$ cat src/rtl/arbiter_pkg.sv
// Shared types and helpers for the round-robin arbiter.
package arbiter_pkg;

  typedef enum logic {IDLE, GRANT} arb_state_t;

  // Upper bound on requester count supported by thermo_above_f.
  localparam int ARB_MAX_W = 64;

  function automatic logic [ARB_MAX_W-1:0] thermo_above_f(input logic [ARB_MAX_W-1:0] onehot);
    logic [ARB_MAX_W-1:0] mask;
    logic                 seen;
    mask = '0;
    seen = 1'b0;
    for (int i = 0; i < ARB_MAX_W; i++) begin
      mask[i] = seen;
      seen    = seen | onehot[i];
    end
    return mask;
  endfunction

endpackage

$ cat src/rtl/onehot_encoder_base.sv
// One-hot to binary encoder; input must be one-hot or zero (zero encodes to 0).
module onehot_encoder_base #(
  parameter  int WIDTH          = 8,
  parameter  int IMPLEMENTATION = 0,
  localparam int WIDTH_LOG      = $clog2(WIDTH)
) (
  input  logic [WIDTH-1:0]     onehot,
  output logic [WIDTH_LOG-1:0] idx
);

  generate
    if (IMPLEMENTATION == 0) begin : g_or_tree
      // OR of indices is exact because at most one bit is set.
      always_comb begin
        idx = '0;
        for (int i = 0; i < WIDTH; i++) begin
          if (onehot[i]) idx = idx | WIDTH_LOG'(i);
        end
      end
    end else begin : g_priority
      always_comb begin
        idx = '0;
        for (int i = 0; i < WIDTH; i++) begin
          if (onehot[i]) idx = WIDTH_LOG'(i);
        end
      end
    end
  endgenerate

endmodule

$ cat src/rtl/arbiter_round_robin.sv
// Round-robin arbiter with registered one-hot grant on a valid/ready handshake.
// Define ARBITER_ROUND_ROBIN_IDX_EN to add the binary gnt_idx output.
module arbiter_round_robin
  import arbiter_pkg::*;
#(
  parameter  int WIDTH     = 8,
  localparam int WIDTH_LOG = $clog2(WIDTH)
) (
  input  logic                 clk,
  input  logic                 rst,
  input  logic [WIDTH-1:0]     req,
  output logic [WIDTH-1:0]     gnt,
  output logic                 gnt_vld,
  input  logic                 gnt_rdy
`ifdef ARBITER_ROUND_ROBIN_IDX_EN
  ,
  output logic [WIDTH_LOG-1:0] gnt_idx
`endif
);

  arb_state_t       state, state_nxt;
  logic [WIDTH-1:0] gnt_nxt;
  logic [WIDTH-1:0] last, last_nxt;

  // Lowest set bit strictly above l if any, otherwise lowest set bit overall.
  function automatic logic [WIDTH-1:0] pick_f(input logic [WIDTH-1:0] r,
                                              input logic [WIDTH-1:0] l);
    logic [ARB_MAX_W-1:0] above;
    logic [WIDTH-1:0]     masked;
    above  = thermo_above_f(ARB_MAX_W'(l));
    masked = r & above[WIDTH-1:0];
    if (|masked) return masked & (~masked + WIDTH'(1));
    return r & (~r + WIDTH'(1));
  endfunction

  always_comb begin
    state_nxt = state;
    gnt_nxt   = gnt;
    last_nxt  = last;
    case (state)
      IDLE: begin
        gnt_nxt = '0;
        if (|req) begin
          gnt_nxt   = pick_f(req, last);
          state_nxt = GRANT;
        end
      end
      GRANT: begin
        if (gnt_rdy) begin
          last_nxt = gnt;
          // Current winner is excluded so it cannot win back-to-back.
          if (|(req & ~gnt)) begin
            gnt_nxt = pick_f(req & ~gnt, gnt);
          end else begin
            gnt_nxt   = '0;
            state_nxt = IDLE;
          end
        end
      end
      default: begin
        gnt_nxt   = '0;
        state_nxt = IDLE;
      end
    endcase
  end

  always_ff @(posedge clk or posedge rst) begin
    if (rst) begin
      state <= IDLE;
      gnt   <= '0;
      last  <= {1'b1, {(WIDTH-1){1'b0}}};
    end else begin
      state <= state_nxt;
      gnt   <= gnt_nxt;
      last  <= last_nxt;
    end
  end

  assign gnt_vld = (state == GRANT);

`ifdef ARBITER_ROUND_ROBIN_IDX_EN
  onehot_encoder_base #(
    .WIDTH          (WIDTH),
    .IMPLEMENTATION (0)
  ) u_idx_enc (
    .onehot (gnt),
    .idx    (gnt_idx)
  );
`endif

endmodule
$ cat config.mk
export PLATFORM = sky130hd
export DESIGN_NAME = arbiter_round_robin
export DESIGN_NICKNAME = d
export VERILOG_FILES = /design/src/rtl/arbiter_pkg.sv /design/src/rtl/onehot_encoder_base.sv /design/src/rtl/arbiter_round_robin.sv
export SDC_FILE = /design/constraint.sdc
export NUM_CORES = 1
export LEC_CHECK = 0
export ABC_AREA = 1
export ABC_CLOCK_PERIOD_IN_PS = 3750
export BUFFER_PORTS_ARGS = -buffer_cell sky130_fd_sc_hd__buf_4
export CORE_MARGIN = 2
export CORE_UTILIZATION = 55
export CTS_CLUSTER_DIAMETER = 200
export DETAILED_ROUTE_END_ITERATION = 8
export GPL_TIMING_DRIVEN = 0
export PLACE_DENSITY = 0.77
export SLEW_MARGIN = 40
export SYNTH_ARGS = -nofsm -noshare
export SYNTH_HDL_FRONTEND = slang
export SYNTH_SLANG_ARGS = --single-unit
$ cat constraint.sdc
create_clock -name clk -period 3.75 [get_ports clk]
set_clock_uncertainty 0.1 [all_clocks]
set_input_delay 0.9375 -clock clk [delete_from_list [all_inputs] [get_ports clk]]
set_output_delay 0.9375 -clock clk [all_outputs]
set_load 0.01 [all_outputs]
==> results of run 1 <==
-- metal layers --
metal / vias up / global-route usage [%] / wire length [µm]
met5: - / 0 / 0
met4: 0 / 5.00 / 24
met3: 4 / 5.19 / 188
met2: 48 / 47.6 / 1720
met1: 663 / 31.8 / 1470
li1: 735 / - / -
-- state kept, by name (all words and copies together), names as in the netlist --
signal   cells
gnt_vld      1
gnt          8
last         7
-- cell usage in the layout, fill, tap and decap left out, drive strengths merged --
cell | synthesis | final
o21ai | 11 | 11
clkinv | 2 | 2
nor4 | 2 | 2
nand3 | 34 | 34
inv | 25 | 25
nor3 | 2 | 2
a21oi | 6 | 6
nand2 | 77 | 77
buf | 1 | 20
clkbuf | 1 | 4
nand4 | 7 | 7
nor2 | 29 | 29
dfrtp | 16 | 16
mux2 | 1 | 1
-- power by group through the flow --
stage	clock network, W	registers, W	logic (W)
4_1_cts	0.0000917	0.000300	0.000765
3_5_place_dp	0	0.000304	0.000762
6_report	0.0000877	0.000300	0.000766
3_3_place_gp	0	0.000300	0.000744
2_1_floorplan	0	0.000309	0.000566
5_1_grt	0.000102	0.000312	0.000858
-- worst max-delay path: cells and delay by family --
| kind | cells | cell delay (ns) |
|---|---|---|
| buf+inv | 1 | 0.13 |
| compound gates | 3 | 0.52 |
| simple gates | 5 | 0.63 |
-- path summary, 6_finish.rpt --
path | start | endpoint | slack (ns) | cells after the start
worst max-delay path | req[0] | gnt[6] | 1.60 | 9
worst min-delay path | last[3] | last[3] | 0.40 | 2
worst max register to register | gnt[0] | gnt[3] | 1.88 | 11
worst min register to register | last[3] | last[3] | 0.40 | 2
max in group asynchronous | rst | gnt[0] | 2.52 | 2
min in group asynchronous | rst | last[4] | 0.63 | 2
-- logic make-up (layout without fill, tap and decap cells) --
logic type | Yosys count | after routing | synth area share [%]
muxes | 1 | 1 | 0.809
buffers and inverters | 29 | 51 | 7.91
and+or+nand+nor | 151 | 151 | 55.8
DFF | 16 | 16 | 28.8
AOI/OAI and AO/OA | 17 | 17 | 6.65
-- per-stage QoR --
stage / cells / hold WS [ns]
global route: 266 / 0.437
global placement: 263 / 0.369
finish: 266 / 0.399
detailed placement: 263 / 0.382
floorplan: 214 / 0.353
CTS: 266 / 0.405
-- cell type report --
type / count / area (µm²) / share of cell area, %
Sequential cell: 16 / 400 / 25.1
Multi-Input combinational cell: 169 / 881 / 55.3
Inverter: 27 / 101 / 6.36
Timing Repair Buffer: 19 / 143 / 8.95
Tap cell: 30 / 37.5 / 2.35
Clock buffer: 3 / 22.5 / 1.41
Buffer: 2 / 8.76 / 0.549
==> results.yml, run 1 <==
yosys:
  synth_commonest_cells: "nand2_1, nand3_1, inv_1"
  ys_ff_latch: 16
  synth_cell_types: 27
  synth_largest_area_cell: "dfrtp_1"
  synth_top_cell_area_share_pct: 28.8
  synth_area_per_cell_um2: 6.50
  yosys-top-cells-area: "dfrtp_1, nand2_1, nand3_1"
  ys_dominant_reg_cell: "dfrtp_1"
  syn_inst: 214
  synth_edf_count: 0
  synth_fp_nets: 225
  async_flop_share_pct: 100
  synth-seq-area-share_pct: 28.8
  yosysMostFrequentCell: "nand2_1"
  synthesis.area_mm2: 0.00139
  ys_warn_count: 0
power_and_ir_drop:
  total_power_w: 0.00115
  power_frac_clock_pct: 7.6
  combPwrFrac_pct: 66.4
  power_density_mw_per_mm2: 724
  switchingPower_w: 0.000608
  p_int_w: 0.000547
  p_leak_nw: 0.847
  irDropWorstVdd_v: 0.000457
  p_sw_share_pct: 52.7
  pwr-share-seq_pct: 26.0
clock_tree:
  cts_tree: "built"
  cts_buffers: 3
  cts_max_path_buffers: 2
  insertion_delay_ns: 0.28
  cts_setup_buffers: 0
  ctsResizeCount: 0
  htree_levels: 1
  clkTransAtPathRegs_ns: 0.09
  cts_root_buf: "clkbuf_4"
  cts_hold_buf: 0
  cts.sinks: 16
critical_path:
  slowest_stage: "o21ai_0"
  cp_data_arrival_time_ns: 2.22
  critPathCaptureType: "flop"
  worstPathCellList: "buf_4, nor2_1, nand2_1, nor2_1, nand3_1, o21ai_0, nor2_1, a21oi_1, a21oi_1"
  critPathMaxFanout: 4
  worst_path_most_repeated_cell: "nor2_1"
  start_kind: "input pin"
  crit_required_ns: 3.82
  slowest_delay_ns: 0.28
  crit_type: "input pin to flop"
route:
  dr.pass1.iters: 4
  vias: 1450
  wl_mm: 3.40
  drtAntennaViolNets: 0
  drt_iter0_drc: 46
  drc: 0
  viasPerCell: 5.45
  wire_per_inst_um: 12.8
global_routing:
  antenna_found_initial: 0
  grt_pass1_wl_mm: 5.64
  grt_pass1_vias: 1327
  grt_max_degree: 17
  grt_usage_pct: 26.2
  grt_overflow: 0
timing:
  maxSlewHeadroom_pct: 58.2
  final.setup.worst_slack_ns: 1.60
  finalHoldViolations: 0
  rsz0062_at_grt: "false"
  setup_viol: 0
  tightest_slew_ns: 0.626
  max_freq_mhz: 465
  fin_crit_sh_pct: 57.4
  fin_crit_ns: 2.15
  setup_tns_ns: 0
  maxSlewViolCount: 0
run:
  drv_cap: 0
place:
  place.gp.congestion: 0.914
  place_ws_ns: 1.37
  port-buffer-count: 19
  hpwl_mm: 2.72
  dpl_cell_area_mm2: 0.00157
floorplan:
  die_x_um: 54.3
  ios: 20
  start_util_pct: 57.2
  die_h_um: 54.3
  die_area_mm2: 0.00295
  rows: 18
  core_mm2: 0.00243
finish:
  diodes: 0
  nFillCells: 220
  fin_util_pct: 65.5
  syn_to_final_growth_pct: 14.6
  nets: 249
  drive_gt1_share_pct: 23.3
  final_area_mm2: 0.00159
run_status:
  status: "complete, no violations"
worst_hold_path:
  hp-class: "flop to flop"
Note: power is estimated with default switching activity, not from simulation.
==> run 2: changes to the inputs <==
--- a/config.mk
+++ b/config.mk
@@ -5,15 +5,15 @@
 export SDC_FILE = /design/constraint.sdc
 export NUM_CORES = 1
 export LEC_CHECK = 0
-export ABC_AREA = 1
-export ABC_CLOCK_PERIOD_IN_PS = 3750
+export ABC_AREA = 0
+export ABC_CLOCK_PERIOD_IN_PS = 1800
 export BUFFER_PORTS_ARGS = -buffer_cell sky130_fd_sc_hd__buf_4
 export CORE_MARGIN = 2
-export CORE_UTILIZATION = 55
+export CORE_UTILIZATION = 50
 export CTS_CLUSTER_DIAMETER = 200
 export DETAILED_ROUTE_END_ITERATION = 8
 export GPL_TIMING_DRIVEN = 0
-export PLACE_DENSITY = 0.77
+export PLACE_DENSITY = 0.75
 export SLEW_MARGIN = 40
 export SYNTH_ARGS = -nofsm -noshare
 export SYNTH_HDL_FRONTEND = slang
==> constraint.sdc (replaced) <==
create_clock -name clk -period 1.8 [get_ports clk]
set_clock_uncertainty 0.1 [all_clocks]
set_input_delay 0.45 -clock clk [delete_from_list [all_inputs] [get_ports clk]]
set_output_delay 0.45 -clock clk [all_outputs]
set_load 0.01 [all_outputs]
==> results.yml, run 2 <==
timing:
  fin_crit_ns: 2.34
  tightest_slew_ns: 0.618
  setup_viol: 8
  final.setup.worst_slack_ns: -0.545
  fin_crit_sh_pct: 130
  maxSlewViolCount: 0
  maxSlewHeadroom_pct: 58.8
  finalHoldViolations: 0
  hold_ws_ns: 0.113
  max_freq_mhz: 426
  rsz0062_at_grt: "true"
yosys:
  synth_largest_area_cell: "dfrtp_1"
  synth-seq-area-share_pct: 32.7
  yosys-top-cells-area: "dfrtp_1, nand2_1, o21ai_0"
  async_flop_share_pct: 100
  ys_ff_latch: 16
  yosysMostFrequentCell: "nand2_1"
  synthXorXnorAreaFrac_pct: 0
  muxShareOfSynthArea_pct: 4.49
  synth_compound_area_share_pct: 27.9
  synthSimpleGateAreaFrac_pct: 31.3
  synth_top_family_by_area: "simple AND/OR/NAND/NOR gates"
  synth_edf_count: 0
  synth_commonest_cells: "nand2_1, dfrtp_1, o21ai_0"
  synth_fp_nets: 156
  synth_area_per_cell_um2: 8.46
  synthesis.area_mm2: 0.00123
  synthAdderAreaFrac_pct: 0
  synth_top_cell_area_share_pct: 32.7
  syn_inst: 145
  synth_cell_types: 48
  ys_warn_count: 0
  ys_dominant_reg_cell: "dfrtp_1"
power_and_ir_drop:
  p_leak_nw: 0.708
  power_density_mw_per_mm2: 1970
  irDropWorstVdd_v: 0.00138
global_routing:
  grt_use_met3_pct: 4.24
  grt_pass1_wl_mm: 5.60
  antenna_found_initial: 0
  grt_pass1_vias: 1266
  top_usage_layer: "met2"
  grt_max_degree: 17
  grt_usage_pct: 27.3
  grtUsageMet1_pct: 36.5
  use_met2_pct: 43.2
  grt_overflow: 0
clock_tree:
  cts_tree: "built"
  cts_root_buf: "clkbuf_4"
  cts_max_path_buffers: 2
  insertion_delay_ns: 0.30
  cts.sinks: 16
  clkTransAtPathRegs_ns: 0.10
  cts_hold_buf: 0
  htree_levels: 1
  cts_buffers: 3
floorplan:
  rows: 17
  die_x_um: 53.5
  ios: 20
  die_h_um: 53.5
  die_area_mm2: 0.00286
  core_mm2: 0.00228
  start_util_pct: 53.9
route:
  wire_per_inst_um: 16.8
  drt_iter0_drc: 74
  dr.pass1.iters: 5
  vias: 1322
  drtAntennaViolNets: 0
  viasPerCell: 6.36
  wl_mm: 3.49
  drc: 0
finish:
  drive_gt1_share_pct: 37.8
  final_common_cell: "buf_4"
  diodes: 0
  nFillCells: 166
  regMostFlops: "gnt"
  most-common-layout-cells: "buf_4, nand2_1, dfrtp_1, nor2_1, a21oi_1"
  largest_reg_flops: 8
  nets: 192
  syn_to_final_growth_pct: 33.8
critical_path:
  cp_data_arrival_time_ns: 2.43
  crit_type: "flop to flop"
  critPathMaxFanout: 4
  crit_required_ns: 1.88
  critPathCaptureType: "flop"
  start_kind: "flop"
place:
  port-buffer-count: 19
  place_ws_ns: -0.667
  hpwl_mm: 2.42
  place.gp.congestion: 0.922
run_status:
  violations: "negative setup slack"
  status: "finished, violations left"
run:
  drv_cap: 0
worst_hold_path:
  hp-class: "input pin to async pin"
-- run 2: cell count changes after synthesis, sizes merged, moves of 3 or more --
cell / previous run / this run
nand3b: 0 / 3
or4: 0 / 4
nand2: 77 / 18
o22ai: 0 / 3
nor3: 2 / 5
nand4: 7 / 2
nor2b: 0 / 4
o21bai: 0 / 3
a21oi: 6 / 9
nor2: 29 / 10
and2b: 0 / 5
nand3: 34 / 5
mux2: 1 / 4
inv: 25 / 5
-- run 2: cell type report --
class	count	area, µm²	share of cell area, %
plain buffers	4	26.3	1.60
clock buffers	4	36.3	2.21
inverters	5	18.8	1.14
multi-input cells	120	878	53.5
flip-flops and latches	16	405	24.7
well taps	28	35.0	2.14
repair buffers	31	240	14.6
-- run 2: worst max-delay path, stage by stage, from the launching register on --
cell      delay [ns]
dfrtp_2         0.41
or3_4           0.37
or4_4           0.43
o22a_4          0.26
o311ai_2        0.21
a21oi_1         0.07
a2111o_1        0.36
-- run 2: kinds of logic after synthesis --
kind of cell	count (synthesis)
AOI/OAI and AO/OA	47
buffers and inverters	9
DFF	16
muxes	5
and+or+nand+nor	68
-- run 2: what timing repair did --
action | 4_1_cts | 5_1_grt
pin swaps | 5 | 9
resized for setup | 12 | 7
setup endpoints to repair | 8 | 9
buffers inserted | 7 | 5
-- run 2: worst paths after layout --
kind                           end    from  depth (start not counted)  slack [ns]
max                         gnt[2]  gnt[1]                          6       -0.54
min                        last[4]     rst                          2        0.11
max reg2reg                 gnt[2]  gnt[1]                          6       -0.54
min reg2reg                 gnt[7]  gnt[7]                          2        0.43
max in group asynchronous   gnt[1]     rst                          2        1.04
min in group clk            gnt[0]  req[0]                          2        0.32
-- run 2: per-stage QoR --
stage          TNS [ns]  utilization [%]  total power [W]  instance area (µm²)  std cells
4_1_cts           -3.21             69.3          0.00298                 1580        203
6_report          -3.43             72.1          0.00324                 1640        208
2_1_floorplan     -2.48                -          0.00196                 1260        145
3_3_place_gp      -3.93             63.1          0.00237                 1440        192
3_5_place_dp      -4.11             63.1          0.00241                 1440        192
5_1_grt           -4.06             72.1          0.00346                 1640        208
-- run 2: where the power goes --
part | internal, W | switching [W] | total [W] | leakage (nW)
clock network | 0.000124 | 0.000126 | 0.000249 | 0.0210
logic | 0.00117 | 0.00111 | 0.00228 | 0.481
registers | 0.000513 | 0.000191 | 0.000704 | 0.206
total | 0.00181 | 0.00143 | 0.00324 | 0.708
-- run 2: routing by layer --
metal	vias to the layer above	routed length, µm
li1	628	-
met3	9	288
met1	618	1490
met5	-	0
met2	67	1640
met4	0	65
